$ cat src/rtl/reg_file_param.sv
// reg_file_param: parametrised register file with two write ports, two
// combinational read ports, optional write-to-read bypass, optional hardwired
// zero register and a per-register pending scoreboard.
module reg_file_param #(
  parameter int DATA_W   = 8,
  parameter int ADDR_W   = 2,
  parameter int ZERO_REG = 0,
  parameter int BYPASS   = 1
) (
  input  logic              clk,
  input  logic              rst,
  input  logic [ADDR_W-1:0] rd_addr_1,
  input  logic [ADDR_W-1:0] rd_addr_2,
  output logic [DATA_W-1:0] rd_data_1,
  output logic [DATA_W-1:0] rd_data_2,
  output logic              busy_1,
  output logic              busy_2,
  input  logic              wr_en_a,
  input  logic [ADDR_W-1:0] wr_addr_a,
  input  logic [DATA_W-1:0] wr_data_a,
  input  logic              wr_en_b,
  input  logic [ADDR_W-1:0] wr_addr_b,
  input  logic [DATA_W-1:0] wr_data_b,
  input  logic              rsv_en,
  input  logic [ADDR_W-1:0] rsv_addr
);

  localparam int unsigned DEPTH = 2 ** ADDR_W;

  logic [DATA_W-1:0] regs [DEPTH];
  logic [DEPTH-1:0]  pending;
  logic [DEPTH-1:0]  pendingNext;
  logic              wrA;
  logic              wrB;
  logic              rsv;

  logic [1:0][ADDR_W-1:0] rdAddr;
  logic [1:0][DATA_W-1:0] rdData;
  logic [1:0]             rdBusy;

  // Qualified enables: anything aimed at the hardwired zero register is dropped here,
  // so neither storage, scoreboard nor bypass ever sees it.
  always_comb begin
    wrA = wr_en_a;
    wrB = wr_en_b;
    rsv = rsv_en;
    if (ZERO_REG != 0) begin
      if (wr_addr_a == '0) wrA = 1'b0;
      if (wr_addr_b == '0) wrB = 1'b0;
      if (rsv_addr  == '0) rsv = 1'b0;
    end
  end

  // Scoreboard update: writes retire a pending bit, a reservation applied last
  // re-arms it so a new producer in the same cycle wins.
  always_comb begin
    pendingNext = pending;
    if (wrA) pendingNext[wr_addr_a] = 1'b0;
    if (wrB) pendingNext[wr_addr_b] = 1'b0;
    if (rsv) pendingNext[rsv_addr]  = 1'b1;
  end

  // Storage and scoreboard registers; port B is applied after A so it wins a collision.
  always_ff @(posedge clk) begin
    if (rst) begin
      for (int unsigned i = 0; i < DEPTH; i++) regs[i] <= '0;
      pending <= '0;
    end else begin
      if (wrA) regs[wr_addr_a] <= wr_data_a;
      if (wrB) regs[wr_addr_b] <= wr_data_b;
      pending <= pendingNext;
    end
  end

  assign rdAddr = {rd_addr_2, rd_addr_1};

  // Read ports: stored value, optionally overridden by a same-cycle write (B over A);
  // busy comes from registered pending bits only.
  always_comb begin
    rdData = '0;
    rdBusy = '0;
    for (int unsigned p = 0; p < 2; p++) begin
      rdData[p] = regs[rdAddr[p]];
      if (BYPASS != 0 && !rst) begin
        if (wrB && wr_addr_b == rdAddr[p])      rdData[p] = wr_data_b;
        else if (wrA && wr_addr_a == rdAddr[p]) rdData[p] = wr_data_a;
      end
      rdBusy[p] = pending[rdAddr[p]];
      if (ZERO_REG != 0 && rdAddr[p] == '0) begin
        rdData[p] = '0;
        rdBusy[p] = 1'b0;
      end
    end
  end

  assign rd_data_1 = rdData[0];
  assign rd_data_2 = rdData[1];
  assign busy_1    = rdBusy[0];
  assign busy_2    = rdBusy[1];

endmodule

$ cat config.mk
export PLATFORM = sky130hd
export DESIGN_NAME = reg_file_param
export DESIGN_NICKNAME = d
export VERILOG_FILES = /design/src/rtl/reg_file_param.sv
export SDC_FILE = /design/constraint.sdc
export NUM_CORES = 1
export LEC_CHECK = 0
export CAP_MARGIN = 20
export CORE_MARGIN = 2
export CORE_UTILIZATION = 40
export CTS_BUF_LIST = sky130_fd_sc_hd__clkbuf_4
export CTS_CLUSTER_SIZE = 25
export DETAILED_ROUTE_END_ITERATION = 6
export GPL_TIMING_DRIVEN = 0
export PLACE_DENSITY_LB_ADDON = 0.12
export SETUP_SLACK_MARGIN = 0.4
export SLEW_MARGIN = 20
export SYNTH_ARGS = -nofsm -noshare
export SYNTH_HDL_FRONTEND = slang
export SYNTH_SLANG_ARGS = --single-unit
export TNS_END_PERCENT = 5
$ cat constraint.sdc
create_clock -name clk -period 2.3 [get_ports clk]
set_input_delay 0.46 -clock clk [delete_from_list [all_inputs] [get_ports clk]]
set_output_delay 0.46 -clock clk [all_outputs]
set_load 0.02 [all_outputs]
==> flow_summary.yaml, run 1 <==
cts:
  clk_pin_slew_worst_paths_ns: 0.11
  cts.path.max_buffers: 2
  cts_htree_levels: 2
  cts-root-buf: "clkbuf_4"
  cts_tree: "built"
  cts.sinks: 36
  clock_latency_ns: 0.34
  numCtsBuffers: 5
worst_setup_path:
  r2r-end: "pending[3]"
  cp-end-kind: "output pin"
  startpoint_type: "register"
  crit_type: "register to output pin"
  critical-path-max-stage-delay_ns: 0.47
  crit_chain: "mux4_2, nor3b_1, a221o_2, buf_6"
  arrival_ns: 1.83
  r2r_start: "pending[3]"
  critical_path_required_ns: 1.84
  rrSetupSlack_ns: 1.64
  reg2reg_depth: 2
  worstPathMaxFanout: 2
  cp_slowest_cell: "mux4_2"
power_and_ir_drop:
  combPwrFrac_pct: 36.8
  p_clk_share_pct: 23.1
  p_per_area_mw_per_mm2: 520.2
  swShare_pct: 29.79
  ir_worst_vdd_uv: 338.7
  p_switching_uw: 597.6
  seqPwrFrac_pct: 40.1
  internal-power_mw: 1.408
  totalPowerFinal_mw: 2.006
  p_leak_nw: 1.420
sta:
  drv_slew: 0
  final.setup.worst_slack_ns: 0.008275
  clock.fmax_mhz: 436.4
  period_needed_ns: 2.292
  fin_crit_sh_pct: 99.64
  rsz0062_at_grt: "yes"
  finalSetupTns_ns: 0
  hold_viol_final: 0
  max-slew-margin-rel_pct: 39.99
  worst_pin_slew_ns: 0.8932
  finalClockSkew_ns: 0
  setup_viol: 0
  timing.hold.ws_ns: 0.4800
place:
  place_congestion: 0.8233
  dp.cells: 359
  port_buffers: 44
  dp_slack_ns: -1.385
  dpl-instance-area_sq_mm: 0.003267
  hpwl_um: 5328
floorplanning:
  io_pins: 49
  die_y_um: 85.76
  rows: 29
  core_area_sq_mm: 0.006422
  start_util_pct: 41.63
  die_w_um: 85.76
  die-area_sq_mm: 0.007355
logic_synthesis:
  synth-seq-cells: 36
  syn_area_sq_mm: 0.002674
  post_synth.cell_area_avg_sq_um: 11.23
  ys_warn_count: 0
  yosysSeqAreaShare_pct: 38.93
  synth_cell_types: 45
  syn-num-nets: 269
  synth_cells: 238
finish:
  num_antenna_cells: 0
  final_cell_mix: "nand2_1 (40), buf_6 (32), edfxtp_1 (32)"
  stdcell_area_sq_mm: 0.003856
  syn2layout_area_growth_pct: 44.22
  drive_gt1_share_pct: 42.17
  nets: 343
  final_common_cell: "nand2_1"
  post-route-util_pct: 60.04
  num-fill-cells: 523
  fin_cells: 390
outcome:
  violations: "DRC"
  status: "finished, violations left"
global_routing:
  antenna_found_initial: 0
  grt_pass1_vias: 2447
  grt_pass1_wl_um: 13940
  grt_util_all_layers_pct: 25.78
  grt_max_degree: 12
  grt_overflow: 0
hold_path:
  hold_path.class: "register to register"
  holdPathEnd: "pending[2]"
  min_path_cells: 2
  hold_start: "pending[2]"
run:
  drv_cap: 0
route:
  dr.pass1.iters: 7
  via_per_inst: 6.133
  drtIter0Drc: 322
  wire_per_inst_um: 22.73
  totalWireLength_um: 8863
  ant_nets: 0
  drc: 5
  vias: 2392
## area by class of cell
type / instances / area (sq um) / share of cell area [%]
Clock inverter: 2 / 35.03 / 0.9085
Clock buffer: 6 / 45.04 / 1.168
Multi-Input combinational cell: 178 / 1702 / 44.13
Buffer: 17 / 172.7 / 4.478
Sequential cell: 36 / 1041 / 27.00
Tap cell: 77 / 96.34 / 2.498
Timing Repair Buffer: 67 / 738.2 / 19.14
Inverter: 7 / 26.28 / 0.6814
## synth_stat cells (all sizes together)
| master | number | area, sq um |
|---|---|---|
| a21boi | 1 | 18.77 |
| a21oi | 10 | 50.05 |
| a221o | 6 | 67.56 |
| a221oi | 2 | 17.52 |
| a22o | 8 | 70.07 |
| a311o | 1 | 10.01 |
| a31oi | 2 | 12.51 |
| a32oi | 1 | 8.760 |
| and3 | 1 | 6.260 |
| and3b | 1 | 8.760 |
| buf | 13 | 87.58 |
| clkbuf | 4 | 16.26 |
| dfxtp | 4 | 80.08 |
| edfxtp | 32 | 960.9 |
| inv | 7 | 26.28 |
| mux4 | 18 | 439.2 |
| nand2 | 41 | 153.9 |
| nand2b | 3 | 26.27 |
| nand3 | 12 | 60.06 |
| nand3b | 4 | 30.03 |
| nand4 | 1 | 6.260 |
| nand4b | 1 | 8.760 |
| nor2 | 4 | 15.01 |
| nor2b | 2 | 12.51 |
| nor3 | 8 | 62.56 |
| nor3b | 9 | 83.83 |
| nor4b | 1 | 23.77 |
| o21ai | 15 | 75.07 |
| o221a | 8 | 90.09 |
| o31ai | 1 | 12.51 |
| o32ai | 1 | 8.760 |
| or2 | 6 | 37.54 |
| or3 | 1 | 6.260 |
| or4b | 1 | 10.01 |
| xnor2 | 2 | 17.52 |
| xor2 | 6 | 52.55 |
## cells by family after synthesis
family / synth area share (%)
DFF: 38.93
muxes: 16.42
and+or+nand+nor: 20.64
xor gates and xnor gates: 2.621
AOI/OAI and AO/OA: 16.52
buffers and inverters: 4.866
## per-layer routing
layer	track usage [%]	routed length (um)
met1	36.72	3798
met2	41.90	4388
met3	3.850	586
met4	5.916	90
met5	0	0
## power groups by stage
stage / sequential [mW] / clock [mW] / combinational (mW)
4_1_cts: 0.804 / 0.465 / 0.730
3_5_place_dp: 0.818 / 0 / 0.596
6_report: 0.804 / 0.464 / 0.738
5_1_grt: 0.811 / 0.485 / 0.780
3_3_place_gp: 0.815 / 0 / 0.593
2_1_floorplan: 0.806 / 0 / 0.360
## registers in the layout (all words and copies together) (netlist names)
name / count
pending: 4
regs: 32
## critical path: cells and delay by family, from the launching register on
kind / cells / cell delay [ns]
mux: 1 / 0.47
flops: 1 / 0.41
compound gates: 1 / 0.32
simple gates: 1 / 0.14
buf+inv: 1 / 0.14
## what timing repair did
item,in CTS,in global routing
pin swaps,21,17
setup endpoints to repair,57,34
gates resized for setup,208,4
hold buffers,0,0
buffers inserted,22,0
cloned,1,0
## worst max path at each step
stage | slack (ns) | depth (start not counted) | to | from
floorplan | 0.22 | 6 | rd_data_2[5] | wr_addr_b[0]
finish | 0.008 | 4 | rd_data_2[0] | regs[3][0]
global placement | -1.39 | 7 | rd_data_2[0] | rd_addr_2[0]
detailed placement | -1.38 | 7 | rd_data_2[0] | rd_addr_2[0]
CTS | -0.002 | 4 | rd_data_2[0] | regs[3][0]
global route | -0.06 | 4 | rd_data_2[2] | regs[2][2]
Power figures use the tool's default switching activity.
==> run 2: changes to the inputs <==
- CAP_MARGIN: 20 -> 10
- CORE_UTILIZATION: 40 -> 39
- SKIP_LAST_GASP: not set -> 1
==> flow_summary.yaml, run 2 (same netlist as run 1, synthesis figures left out) <==
cts:
  cts.path.max_buffers: 2
  cts_htree_levels: 2
  cts-root-buf: "clkbuf_4"
  clock_latency_ns: 0.35
  cts.sinks: 36
  hold_buffers: 0
  numCtsBuffers: 5
  clk_pin_slew_worst_paths_ns: 0.11
  cts_tree: "built"
route:
  wire_per_inst_um: 22.81
  via_per_inst: 6.121
  totalWireLength_um: 9078
  vias: 2436
  drtIter0Drc: 182
  drc: 0
  ant_nets: 0
  dr.pass1.iters: 5
worst_setup_path:
  cp-end-kind: "output pin"
  cp_slowest_cell: "mux4_2"
  startpoint_type: "register"
  arrival_ns: 1.86
  worstPathMaxFanout: 2
  critical_path_required_ns: 1.84
  critical-path-max-stage-delay_ns: 0.47
  crit_chain: "mux4_2, nor3b_1, a221o_2, buf_6"
  cp.buffers_inverters: 1
  crit_type: "register to output pin"
  path_delay_family: "multiplexers"
finish:
  reg.largest.list: "regs x32, pending x4"
  syn2layout_area_growth_pct: 43.43
  regMostFlops: "regs"
  final_cell_mix: "nand2_1 (40), edfxtp_1 (32), buf_6 (25)"
  nets: 348
  num-fill-cells: 573
  drive_gt1_share_pct: 39.94
  multiInputGateArea_sq_mm: 0.001675
  seqCellArea_sq_mm: 0.001041
  largest_reg_flops: 32
  final_common_cell: "nand2_1"
  num_antenna_cells: 0
outcome:
  status: "finished, violations left"
  violations: "setup timing"
global_routing:
  grt_pass1_vias: 2485
  grt_util_all_layers_pct: 25.46
  antenna_found_initial: 0
  grt_pass1_wl_um: 13830
  top_usage_layer: "met2"
  use_met3_pct: 4.190
  grt_overflow: 0
  grt_util_met1_pct: 33.13
  grt_max_degree: 13
  grt_use_met2_pct: 42.89
floorplanning:
  die-area_sq_mm: 0.007534
  die_y_um: 86.80
  die_w_um: 86.80
  core_area_sq_mm: 0.006719
  start_util_pct: 39.80
  io_pins: 49
  rows: 30
power_and_ir_drop:
  p_per_area_mw_per_mm2: 571.7
  p_leak_nw: 1.446
  ir_worst_vdd_uv: 307.9
sta:
  hold_viol_final: 0
  max-slew-margin-rel_pct: 34.34
  period_needed_ns: 2.322
  fin_crit_sh_pct: 100.9
  timing.hold.ws_ns: 0.4812
  finalClockSkew_ns: 0
  clock.fmax_mhz: 430.7
  worst_pin_slew_ns: 0.9774
  rsz0062_at_grt: "yes"
  setup_viol: 3
  final.setup.worst_slack_ns: -0.02155
  drv_slew: 0
place:
  dp_slack_ns: -1.443
  port_buffers: 44
  hpwl_um: 5481
  place_congestion: 0.8122
hold_path:
  hold_path.class: "register to register"
run:
  drv_cap: 0
## run 2: worst paths after layout
kind | start | endpoint | slack (ns) | depth (start not counted)
min reg2reg | pending[2] | pending[2] | 0.48 | 2
max | regs[3][2] | rd_data_2[2] | -0.02 | 4
min | pending[2] | pending[2] | 0.48 | 2
max reg2reg | pending[1] | pending[1] | 1.64 | 2
## run 2: worst register-to-register path, cell delays in order, from the launching register on
cell and delay, ns:
dfxtp_1 0.34, a31oi_1 0.14, nor2_1 0.06
## run 2: report_power, final
part	total [mW]	switching (mW)	internal, mW
combinational	0.705	0.339	0.366
clock	0.681	0.233	0.448
sequential	0.806	0.0293	0.777
## run 2: timing repair
| action | 4_1_cts | 5_1_grt |
|---|---|---|
| buffers inserted | 27 | 0 |
| pin swaps | 6 | 2 |
| resized for setup | 164 | 11 |
| setup endpoints to repair | 57 | 49 |
| cloned | 1 | 0 |
## run 2: stage by stage
stage	setup TNS, ns	power (mW)	instances	utilization [%]	area (sq um)
2_1_floorplan	0	1.166	238	-	2730
3_3_place_gp	-32.44	1.408	362	48.68	3271
3_5_place_dp	-33.18	1.417	362	48.68	3271
4_1_cts	-0.02597	2.174	398	56.50	3796
5_1_grt	-0.4290	2.258	398	57.08	3835
6_report	-0.03921	2.192	398	57.08	3835
## run 2: cell type report
cell class                 instances  share of cell area, %
inverter                           7                 0.6852
tap                               80                  2.610
buffer                            17                  4.405
clock buffer                       5                 0.9788
clock inverter                     3                  2.349
timing repair buffer              72                  18.14
multi-input combinational        178                  43.69
sequential                        36                  27.15
## run 2: metal layers
metal	vias up	wire, um
met5	-	0
met4	0	255
met3	23	597
met2	120	4624
met1	1198	3601
li1	1095	-
==> RTL edit: new RTL, flow settings as in run 2 <==
Set the parameter `ZERO_REG` to 1 (it was 0).
--- a/src/rtl/reg_file_param.sv
+++ b/src/rtl/reg_file_param.sv
@@ -5,5 +5,5 @@
   parameter int DATA_W   = 8,
   parameter int ADDR_W   = 2,
-  parameter int ZERO_REG = 0,
+  parameter int ZERO_REG = 1,
   parameter int BYPASS   = 1
 ) (
Formal check against the unedited RTL: not equivalent (Yosys sat finds a counterexample within 4 cycles, from zero or initial values and one cycle with rst high).
==> RTL edit against run 2 <==
- area after synthesis is 3.8% lower
- worst setup slack better by 0.054 ns
- routed wire length is 0.46% higher
- sequential cell count is 1 lower
- design area is 9.3% higher
- critical path depth is 2 higher
- core utilization is 8.9 points higher
- total power is 5.4% lower
- maximum frequency is 2.4% higher
- global-route usage is 1.1 points higher
- largest cell class unchanged
- largest power group is now combinational cells
- highest routed layer unchanged
==> RTL edit: results (changes against run 2) <==
synth_mux_area_frac: 0.202  # +0.0381
yosys-top-cells-count: "edfxtp_1 (32), a22o_1 (24)"
root_buffer: "clkbuf_4"
drt-total-wl_um: 9120  # +0.46%
netSwitchingFraction: 0.345  # +0.0706
cts_max_path_buffers: 2  # unchanged
synth_seq_area_share: 0.397  # +0.00756
leakagePower_nw: 1.39  # -4.0%
cts_resized: 191  # +16%
ys_types: 38  # -16%
reg.largest.list: "regs (32), pending (3)"
post_cts_buffers: 18  # -33%
powerSeq_mw: 0.781  # -3.1%
synth_area_leaders: "edfxtp_1 (37%), mux4_2 (14%), a22o_1 (8.2%)"
firstDrtPassIters: 4  # -1
grt_pass1_vias: 2486  # +0.040%
antenna_found_initial: 0  # unchanged
grt_usage: 0.266  # +0.0113
cp.arrival_ns: 1.81  # -0.05 ns
routabilityCongestion: 0.780  # -4.0%
cp_top_family: "compound AO/OA/AOI/OAI gates"
max_stage_delay_ns: 0.32  # -0.15 ns
grt_pass1_wl_um: 14200  # +2.4%
max-vdd-ir-drop_mv: 0.278  # -9.7%
slew_headroom: 0.288  # -0.0552
slew_viol_final: 0  # unchanged
fillCellCount: 449  # -22%
cp_slowest_cell: "o21a_4"
synth-main-ff-cell: "edfxtp_1"
p_comb_mw: 0.929  # +32%
min_path_type: "reg -> reg"
outcome: "finished, final reports clean"
synth_adder_area_share: 0  # unchanged
via_count: 2255  # -7.4%
grt_max_degree: 11  # -2
synthArstFlopShare: 0  # unchanged
skew_ns: 0  # unchanged
drive_gt1_frac: 0.549  # +0.150
drt_iter0_markers: 155  # -15%
synth_compound_area_frac: 0.252  # +0.0872
portBuffers: 41  # -6.8%
htree_num_levels: 2  # unchanged
final_nets: 305  # -12%
place_hpwl_um: 5580  # +1.8%
synth_warnings: 0  # unchanged
path_max_fanout: 8  # +6
synth_xor_area_frac: 0.0136  # -0.0126
## RTL edit: routing by layer
layer  up-vias  share of wire  track usage
met2        90           0.53        0.469
li1        989              -            -
met4         0          0.022       0.0808
met5         -              0            0
met3        18          0.065       0.0438
met1      1158           0.38        0.336
## RTL edit: worst paths after layout
| check | endpoint | slack, ns | start | cells past startpoint |
|---|---|---|---|---|
| max reg2reg | pending[1] | 1.67 | pending[1] | 2 |
| min | pending[3] | 0.49 | pending[3] | 2 |
| max | rd_data_2[3] | 0.03 | rd_addr_2[0] | 6 |
| min reg2reg | pending[3] | 0.49 | pending[3] | 2 |
## RTL edit: per-stage QoR
stage	total power, mW	util	instance area [um^2]	std cells	setup WS, ns
CTS	2.05	0.659	4180	352	0.0695
global route	2.14	0.660	4190	352	0.00592
finish	2.07	0.660	4190	352	0.0321
floorplan	1.26	-	2890	205	0.165
detailed placement	1.50	0.536	3400	323	-1.23
global placement	1.49	0.536	3400	323	-1.24
## RTL edit: logic make-up (layout without fill, tap and decap cells)
family / after synthesis / after routing
DFF: 35 / 35
AOI/OAI and AO/OA: 75 / 76
muxes: 32 / 32
other: 1 / 8
and+or+nand+nor: 29 / 29
buffers and inverters: 22 / 91
xor gates and xnor gates: 4 / 4
## RTL edit: worst reg2reg max path: cells and delay by family, from the launching register on
family / cells / cell delay [ns]
flip-flops: 1 / 0.35
AO/OA/AOI/OAI: 1 / 0.15
buffers and inverters: 1 / 0.06
## RTL edit: area by class of cell
class	instances	area (um^2)	share of cell area
Multi-Input combinational cell	149	2140	0.511
Sequential cell	35	1020	0.244
Timing Repair Buffer	61	623	0.149
Buffer	16	229	0.0546
Tap cell	77	96.3	0.0230
Clock buffer	7	52.6	0.0125
Inverter	6	22.5	0.00537
Clock inverter	1	5.00	0.00119
